--- config.mk ---
export PLATFORM = sky130hd
export DESIGN_NAME = multicycle_ctrl_flat
export DESIGN_NICKNAME = d
export VERILOG_FILES = /design/src/rtl/multicycle_ctrl_if.sv /design/src/rtl/multicycle_ctrl.sv /design/src/flat_wrapper.sv
export SDC_FILE = /design/constraint.sdc
export NUM_CORES = 1
export LEC_CHECK = 0
export BUFFER_PORTS_ARGS = -buffer_cell sky130_fd_sc_hd__buf_2
export CORE_AREA = 5 5 50 61
export CTS_BUF_LIST = sky130_fd_sc_hd__clkbuf_8 sky130_fd_sc_hd__clkbuf_16
export CTS_CLUSTER_SIZE = 24
export DETAILED_ROUTE_END_ITERATION = 8
export DIE_AREA = 0 0 55 66
export PLACE_DENSITY_LB_ADDON = 0.15
export SETUP_SLACK_MARGIN = 0.4
export SLEW_MARGIN = 20
export SYNTH_ARGS = -nofsm -noshare
export SYNTH_HDL_FRONTEND = slang
export SYNTH_SLANG_ARGS = --single-unit
export TNS_END_PERCENT = 5
--- constraint.sdc ---
create_clock -name clk -period 1.84 [get_ports clk]
set_input_delay 0.092 -clock clk [delete_from_list [all_inputs] [get_ports clk]]
set_output_delay 0.092 -clock clk [all_outputs]
set_load 0.01 [all_outputs]
--- src/rtl/multicycle_ctrl_if.sv ---
// rtl/multicycle_ctrl_if.sv - control/datapath bundle for the multicycle RV32I sequencer
//
// Purpose: groups the decode inputs, memory handshake and all control outputs of
// multicycle_ctrl so the datapath and the controller connect through one port.
// Ports (signals):
//   op[6:0], f3[2:0], f7       instruction fields from the IR
//   zero                       ALU zero flag
//   mem_ready                  memory finished its access this cycle
//   pc_write, ir_write         PC / IR+oldPC load enables
//   mem_write, reg_write       data memory strobe / register file write enable
//   adr_src, res_src[1:0]      memory address mux / result mux
//   alu_control[2:0]           ALU operation
//   alu_src_a[1:0], alu_src_b[1:0], imm_src[1:0]   ALU operand and immediate selects
//   illegal                    unsupported opcode pulse in DECODE
//   state_dbg[3:0]             current sequencer state
// Modports: master = datapath side, slave = controller side.
interface multicycle_ctrl_if;
  logic [6:0] op;
  logic [2:0] f3;
  logic       f7;
  logic       zero;
  logic       mem_ready;
  logic       pc_write;
  logic       adr_src;
  logic       mem_write;
  logic       ir_write;
  logic [1:0] res_src;
  logic [2:0] alu_control;
  logic [1:0] alu_src_a;
  logic [1:0] alu_src_b;
  logic [1:0] imm_src;
  logic       reg_write;
  logic       illegal;
  logic [3:0] state_dbg;

  modport master (
    output op, f3, f7, zero, mem_ready,
    input  pc_write, adr_src, mem_write, ir_write, res_src, alu_control,
           alu_src_a, alu_src_b, imm_src, reg_write, illegal, state_dbg
  );

  modport slave (
    input  op, f3, f7, zero, mem_ready,
    output pc_write, adr_src, mem_write, ir_write, res_src, alu_control,
           alu_src_a, alu_src_b, imm_src, reg_write, illegal, state_dbg
  );
endinterface

--- src/rtl/multicycle_ctrl.sv ---
// rtl/multicycle_ctrl.sv - sequencing control FSM for the multicycle RV32I core
//
// Purpose: steps the shared PC/ALU/memory datapath through FETCH..WRITEBACK for
// lw, sw, R-type, I-type ALU, beq and jal; stalls on mem_ready.
// Parameters: MEM_HANDSHAKE - 1: FETCH/MEMREAD/MEMWRITE wait for mem_ready,
//             0: mem_ready is treated as always 1.
// Ports:
//   clk    rising-edge clock
//   rst_n  synchronous active-low reset
//   bus    multicycle_ctrl_if.slave (decode inputs, handshake, control outputs)
module multicycle_ctrl #(
  parameter bit MEM_HANDSHAKE = 1'b1
) (
  input logic              clk,
  input logic              rst_n,
  multicycle_ctrl_if.slave bus
);

  typedef enum logic [3:0] {
    FETCH = 4'd0, DECODE = 4'd1, MEMADR = 4'd2, MEMREAD = 4'd3, MEMWB = 4'd4,
    MEMWRITE = 4'd5, EXECR = 4'd6, EXECI = 4'd7, ALUWB = 4'd8, BEQ = 4'd9,
    JAL = 4'd10
  } state_t;

  typedef struct packed {
    logic       pc_write;
    logic       ir_write;
    logic       mem_write;
    logic       reg_write;
    logic       adr_src;
    logic [1:0] res_src;
    logic [2:0] alu_control;
    logic [1:0] alu_src_a;
    logic [1:0] alu_src_b;
  } ctl_t;

  localparam logic [6:0] OP_LW  = 7'b0000011;
  localparam logic [6:0] OP_SW  = 7'b0100011;
  localparam logic [6:0] OP_R   = 7'b0110011;
  localparam logic [6:0] OP_I   = 7'b0010011;
  localparam logic [6:0] OP_BEQ = 7'b1100011;
  localparam logic [6:0] OP_JAL = 7'b1101111;

  localparam ctl_t FETCH_CTL = '{pc_write: 1'b1, ir_write: 1'b1, mem_write: 1'b0,
                                 reg_write: 1'b0, adr_src: 1'b0, res_src: 2'b10,
                                 alu_control: 3'b000, alu_src_a: 2'b00,
                                 alu_src_b: 2'b10};

  state_t state;
  state_t nxt;
  ctl_t   ctl_q;
  logic   rdy;
  logic   pc_gate;
  logic [1:0] imm_sel;

  function automatic logic [2:0] alu_dec(input logic [6:0] op, input logic [2:0] f3,
                                         input logic f7);
    case (f3)
      3'b000:  alu_dec = (op[5] & f7) ? 3'b001 : 3'b000;
      3'b010:  alu_dec = 3'b101;
      3'b110:  alu_dec = 3'b011;
      3'b111:  alu_dec = 3'b010;
      default: alu_dec = 3'b000;
    endcase
  endfunction

  function automatic state_t next_state(input state_t s, input logic [6:0] op,
                                        input logic r);
    case (s)
      FETCH:    next_state = r ? DECODE : FETCH;
      DECODE: begin
        case (op)
          OP_LW, OP_SW: next_state = MEMADR;
          OP_R:         next_state = EXECR;
          OP_I:         next_state = EXECI;
          OP_BEQ:       next_state = BEQ;
          OP_JAL:       next_state = JAL;
          default:      next_state = FETCH;
        endcase
      end
      MEMADR:   next_state = op[5] ? MEMWRITE : MEMREAD;
      MEMREAD:  next_state = r ? MEMWB : MEMREAD;
      MEMWRITE: next_state = r ? FETCH : MEMWRITE;
      EXECR:    next_state = ALUWB;
      EXECI:    next_state = ALUWB;
      JAL:      next_state = ALUWB;
      default:  next_state = FETCH;
    endcase
  endfunction

  // Moore control word for a state. The IR is stable from DECODE onward, so
  // decoding f3/f7 when entering EXECR/EXECI sees the current instruction.
  function automatic ctl_t ctl_for(input state_t s, input logic [6:0] op,
                                   input logic [2:0] f3, input logic f7);
    ctl_t c;
    c = '0;
    case (s)
      FETCH:    c = FETCH_CTL;
      DECODE:   begin c.alu_src_a = 2'b01; c.alu_src_b = 2'b01; end
      MEMADR:   begin c.alu_src_a = 2'b10; c.alu_src_b = 2'b01; end
      MEMREAD:  c.adr_src = 1'b1;
      MEMWB:    begin c.res_src = 2'b01; c.reg_write = 1'b1; end
      MEMWRITE: begin c.adr_src = 1'b1; c.mem_write = 1'b1; end
      EXECR:    begin c.alu_src_a = 2'b10; c.alu_control = alu_dec(op, f3, f7); end
      EXECI: begin
        c.alu_src_a   = 2'b10;
        c.alu_src_b   = 2'b01;
        c.alu_control = alu_dec(op, f3, f7);
      end
      ALUWB:    c.reg_write = 1'b1;
      BEQ: begin
        c.alu_src_a   = 2'b10;
        c.alu_control = 3'b001;
        c.pc_write    = 1'b1;
      end
      JAL: begin
        c.alu_src_a = 2'b01;
        c.alu_src_b = 2'b10;
        c.pc_write  = 1'b1;
      end
      default:  c = '0;
    endcase
    return c;
  endfunction

  assign rdy = MEM_HANDSHAKE ? bus.mem_ready : 1'b1;
  assign nxt = next_state(state, bus.op, rdy);

  always_ff @(posedge clk) begin
    if (!rst_n) begin
      state <= FETCH;
      ctl_q <= FETCH_CTL;
    end else begin
      state <= nxt;
      ctl_q <= ctl_for(nxt, bus.op, bus.f3, bus.f7);
    end
  end

  // The only combinational dependencies: mem_ready gates FETCH loads, zero gates
  // the branch, and the IR that DECODE sees was loaded on the previous edge.
  always_comb begin
    pc_gate = 1'b1;
    if (state == FETCH) pc_gate = rdy;
    else if (state == BEQ) pc_gate = bus.zero;
  end

  always_comb begin
    imm_sel = 2'b00;
    if (state == DECODE) begin
      case (bus.op)
        OP_SW:   imm_sel = 2'b01;
        OP_BEQ:  imm_sel = 2'b10;
        OP_JAL:  imm_sel = 2'b11;
        default: imm_sel = 2'b00;
      endcase
    end else if (state == MEMADR) begin
      imm_sel = bus.op[5] ? 2'b01 : 2'b00;
    end
  end

  // While reset is held, every enable is blocked and the selects show FETCH.
  assign bus.pc_write    = rst_n & ctl_q.pc_write & pc_gate;
  assign bus.ir_write    = rst_n & ctl_q.ir_write & rdy;
  assign bus.mem_write   = rst_n & ctl_q.mem_write;
  assign bus.reg_write   = rst_n & ctl_q.reg_write;
  assign bus.adr_src     = rst_n ? ctl_q.adr_src     : FETCH_CTL.adr_src;
  assign bus.res_src     = rst_n ? ctl_q.res_src     : FETCH_CTL.res_src;
  assign bus.alu_control = rst_n ? ctl_q.alu_control : FETCH_CTL.alu_control;
  assign bus.alu_src_a   = rst_n ? ctl_q.alu_src_a   : FETCH_CTL.alu_src_a;
  assign bus.alu_src_b   = rst_n ? ctl_q.alu_src_b   : FETCH_CTL.alu_src_b;
  assign bus.imm_src     = rst_n ? imm_sel : 2'b00;
  assign bus.illegal     = rst_n && (state == DECODE) && (nxt == FETCH);
  assign bus.state_dbg   = state;

endmodule

--- src/flat_wrapper.sv ---
// flat-port wrapper written by rule: the top's interface ports become plain ports
module multicycle_ctrl_flat 
#(
  parameter bit MEM_HANDSHAKE = 1'b1
)
  (clk, rst_n, bus_op, bus_f3, bus_f7, bus_zero, bus_mem_ready, bus_pc_write, bus_adr_src, bus_mem_write, bus_ir_write, bus_res_src, bus_alu_control, bus_alu_src_a, bus_alu_src_b, bus_imm_src, bus_reg_write, bus_illegal, bus_state_dbg);
  multicycle_ctrl_if bus_i ();
  input logic clk;
  input logic rst_n;
  input wire logic [$bits(bus_i.op)-1:0] bus_op;
  input wire logic [$bits(bus_i.f3)-1:0] bus_f3;
  input wire logic [$bits(bus_i.f7)-1:0] bus_f7;
  input wire logic [$bits(bus_i.zero)-1:0] bus_zero;
  input wire logic [$bits(bus_i.mem_ready)-1:0] bus_mem_ready;
  output wire logic [$bits(bus_i.pc_write)-1:0] bus_pc_write;
  output wire logic [$bits(bus_i.adr_src)-1:0] bus_adr_src;
  output wire logic [$bits(bus_i.mem_write)-1:0] bus_mem_write;
  output wire logic [$bits(bus_i.ir_write)-1:0] bus_ir_write;
  output wire logic [$bits(bus_i.res_src)-1:0] bus_res_src;
  output wire logic [$bits(bus_i.alu_control)-1:0] bus_alu_control;
  output wire logic [$bits(bus_i.alu_src_a)-1:0] bus_alu_src_a;
  output wire logic [$bits(bus_i.alu_src_b)-1:0] bus_alu_src_b;
  output wire logic [$bits(bus_i.imm_src)-1:0] bus_imm_src;
  output wire logic [$bits(bus_i.reg_write)-1:0] bus_reg_write;
  output wire logic [$bits(bus_i.illegal)-1:0] bus_illegal;
  output wire logic [$bits(bus_i.state_dbg)-1:0] bus_state_dbg;
  assign bus_i.op = bus_op;
  assign bus_i.f3 = bus_f3;
  assign bus_i.f7 = bus_f7;
  assign bus_i.zero = bus_zero;
  assign bus_i.mem_ready = bus_mem_ready;
  assign bus_pc_write = bus_i.pc_write;
  assign bus_adr_src = bus_i.adr_src;
  assign bus_mem_write = bus_i.mem_write;
  assign bus_ir_write = bus_i.ir_write;
  assign bus_res_src = bus_i.res_src;
  assign bus_alu_control = bus_i.alu_control;
  assign bus_alu_src_a = bus_i.alu_src_a;
  assign bus_alu_src_b = bus_i.alu_src_b;
  assign bus_imm_src = bus_i.imm_src;
  assign bus_reg_write = bus_i.reg_write;
  assign bus_illegal = bus_i.illegal;
  assign bus_state_dbg = bus_i.state_dbg;
  multicycle_ctrl #(.MEM_HANDSHAKE(MEM_HANDSHAKE)) u_core (.clk(clk), .rst_n(rst_n), .bus(bus_i));
endmodule
==> metrics.txt <==
Vias per Instance 5.43; filler cell count 210; synthesized area per cell 8.58 sq um; Critical Path Start Type register; Leak 0.697 nW; first-pass GRT wire length 4800 um; crit path time final 1.79 ns; Routed Wire Length 3180 um; Setup Skew 0.00365 ns; Hold Startpoint bus_f3[2]; fin util 63.5%; Final HPWL DP 1910 um; Arrival @ worst endpoint 1.70 ns; Crit Path Max Fanout 6; pin count of the biggest net entering global routing 24; die width 55 um; core area 0.00243 sq mm; drt first pass iters 4; Setup CP Type register to output pin; area grow syn2layout 56.1%; vias in the first global route 1042; diode count 0; Site Rows 20; WL/cell 15.4 um; status completed; dominant synthesized flop cell dfxtp_1; drt drc 0; CTS clock-pin slew for the worst setup and hold paths 0.07 ns; Pwr per Cell Area 522 mW/mm^2; Tightest Pin Transition 0.455 ns; Sink Count 17; drt first-iter violations 41; Tot GR Track Use 18.5%; H-Tree Depth 1; Syn Nets 130; layout cells sized above 1 50.9%; CP required 1.75 ns; Final Cycle Share 97.2%; worst path cell trace buf_6 -> nor2_1 -> mux2_4 -> a22oi_2 -> nand3_2 -> nor3_2 -> buf_2; GPL Wtd Cong 0.908; maximum vdd drop 0.354 mV; CP Capture Type output pin; max-cap violation count 0; R2R Path Start u_core.bus.state_dbg[2]$_SDFF_PN0_; Die Y 66 um; CTS Buf Count 3; Synth Cell Area 987 sq um; Synth area leader dfxtp_1; Synth top area share 34.5%; Crit-path slowest cell dfxtp_4; initial antenna violation count 0; library cells used by synthesis 45; antenna violation net count after detailed routing 0; Final Max Tran Viols 0; I/O pin total 36; sequential share of the synthesized area 34.5%; Vias 1118; post-route cell area 0.00154 sq mm; RSZ-0062 raised after global routing yes; DIE AREA 0.00363 sq mm; Post-synth EDFFs 0; Nets 189; top post-synthesis cells by area dfxtp_1, and2_1, nor2_1; endpoints failing setup 0; Buf+Inv Stages, Crit Path 2; clk_lat worst skew 0.25 ns; starting density of the core 40.7%; Root Driver clkbuf_8; Critical Path Start u_core.bus.state_dbg[2]$_SDFF_PN0_; Post-Syn Instances 115; Synth async-reset ratio 0%; CTS tree yes; Yosys reg bits 17; Fin. Hold Viols 0; Post-CTS Hold Buffers 0; Hold Path Class primary input to register; fmax 559 MHz; max_slew headroom 69.4%; worst-case clock buffer depth 2; placed inst area 0.00121 sq mm; Synth Warn # 0; Port-buffer cells 35; Max stage delay on crit path 0.39 ns; family with the most delay on the worst path flip-flops; remaining global-route overflow 0
flip-flops by register name (all words and copies together), names as in the netlist:
name	flops
u_core.bus.state_dbg	4
u_core.ctl_q	13
kinds of logic after synthesis:
logic type / synth area share [%]
buffers and inverters: 7.22
and+or+nand+nor: 35.4
DFF: 34.5
muxes: 2.15
xor gates and xnor gates: 0.887
AOI/OAI and AO/OA: 19.9
layout by cell type, fill, tap and decap left out, types with 2 or more instances in the layout:
cell      synthesis  final
o311a_1           2      2
nor3_2            0      3
buf_4             1     19
nor4b_1           2      2
nand4_1           3      3
nand3_2           0      2
and2_1           11     11
a21oi_1           3      2
o21ai_0           3      2
nand2b_1          2      2
a21o_1            2      2
a31oi_1           4      4
buf_6             3      9
nand2_1           5      5
dfxtp_4           0      4
inv_1             4      5
nor3_1            5      2
nor2_1           11      9
nor2_4            0      2
nand3b_1          4      4
buf_2             0     34
clkbuf_8          0      3
dfxtp_1          17     13
worst paths after layout:
kind	end	depth (start not counted)	slack [ns]
max	bus_illegal	7	0.05
min	u_core.ctl_q[6]$_SDFF_PN0_	2	0.04
max reg2reg	u_core.ctl_q[0]$_SDFF_PN0_	7	0.12
min reg2reg	u_core.ctl_q[3]$_SDFF_PN0_	3	0.75
routing by layer:
metal | up-vias | share of wire, % | global-route usage, %
met4 | 0 | 3.6 | 11.9
met2 | 51 | 51 | 30.5
met5 | - | 0 | 0
met1 | 516 | 40 | 21.1
li1 | 539 | - | -
met3 | 12 | 5.3 | 2.93
final cells by class:
cell class                 count  area [sq um]  area share [%]
timing repair buffer          62           414            26.9
inverter                       4          15.0           0.974
tap                           33          41.3            2.68
multi-input combinational     86           671            43.5
clock inverter                 1          3.75           0.244
clock buffer                   3          41.3            2.68
sequential                    17           355            23.1
cell usage after synthesis (2+ instances only):
master / number
nand2_1: 5
and2_1: 11
nand2b_1: 2
a31oi_1: 4
a21oi_1: 3
nand3b_1: 4
nor3_1: 5
o311a_1: 2
o21ai_0: 3
dfxtp_1: 17
a21o_1: 2
nor2_1: 11
nand3_1: 3
clkbuf_1: 3
and3_1: 2
nor4b_1: 2
nand4_1: 3
buf_6: 3
inv_1: 4
per-stage QoR:
stage / setup TNS [ns] / setup slack (ns) / hold WS (ns) / instances / power, mW
floorplan: 0 / 0.107 / 0.169 / 115 / 0.459
global placement: 0 / 0.164 / 0.270 / 182 / 0.505
detailed placement: 0 / 0.143 / 0.278 / 182 / 0.506
CTS: 0 / 0.0975 / 0.00860 / 202 / 0.788
global route: -0.0975 / -0.0741 / 0.0381 / 206 / 0.846
finish: 0 / 0.0524 / 0.0419 / 206 / 0.805
what timing repair did:
action	CTS	global route
pin swaps	5	20
resized for setup	12	24
setup buffers	16	4
gates cloned	0	0
endpoints found under the setup margin	17	20
report_power, final:
group / internal [mW] / total (mW) / switching [mW]
logic: 0.0742 / 0.156 / 0.0820
clock network: 0.148 / 0.272 / 0.124
registers: 0.372 / 0.377 / 0.00484
total: 0.595 / 0.805 / 0.210
Note: power is estimated with default switching activity, not from simulation.
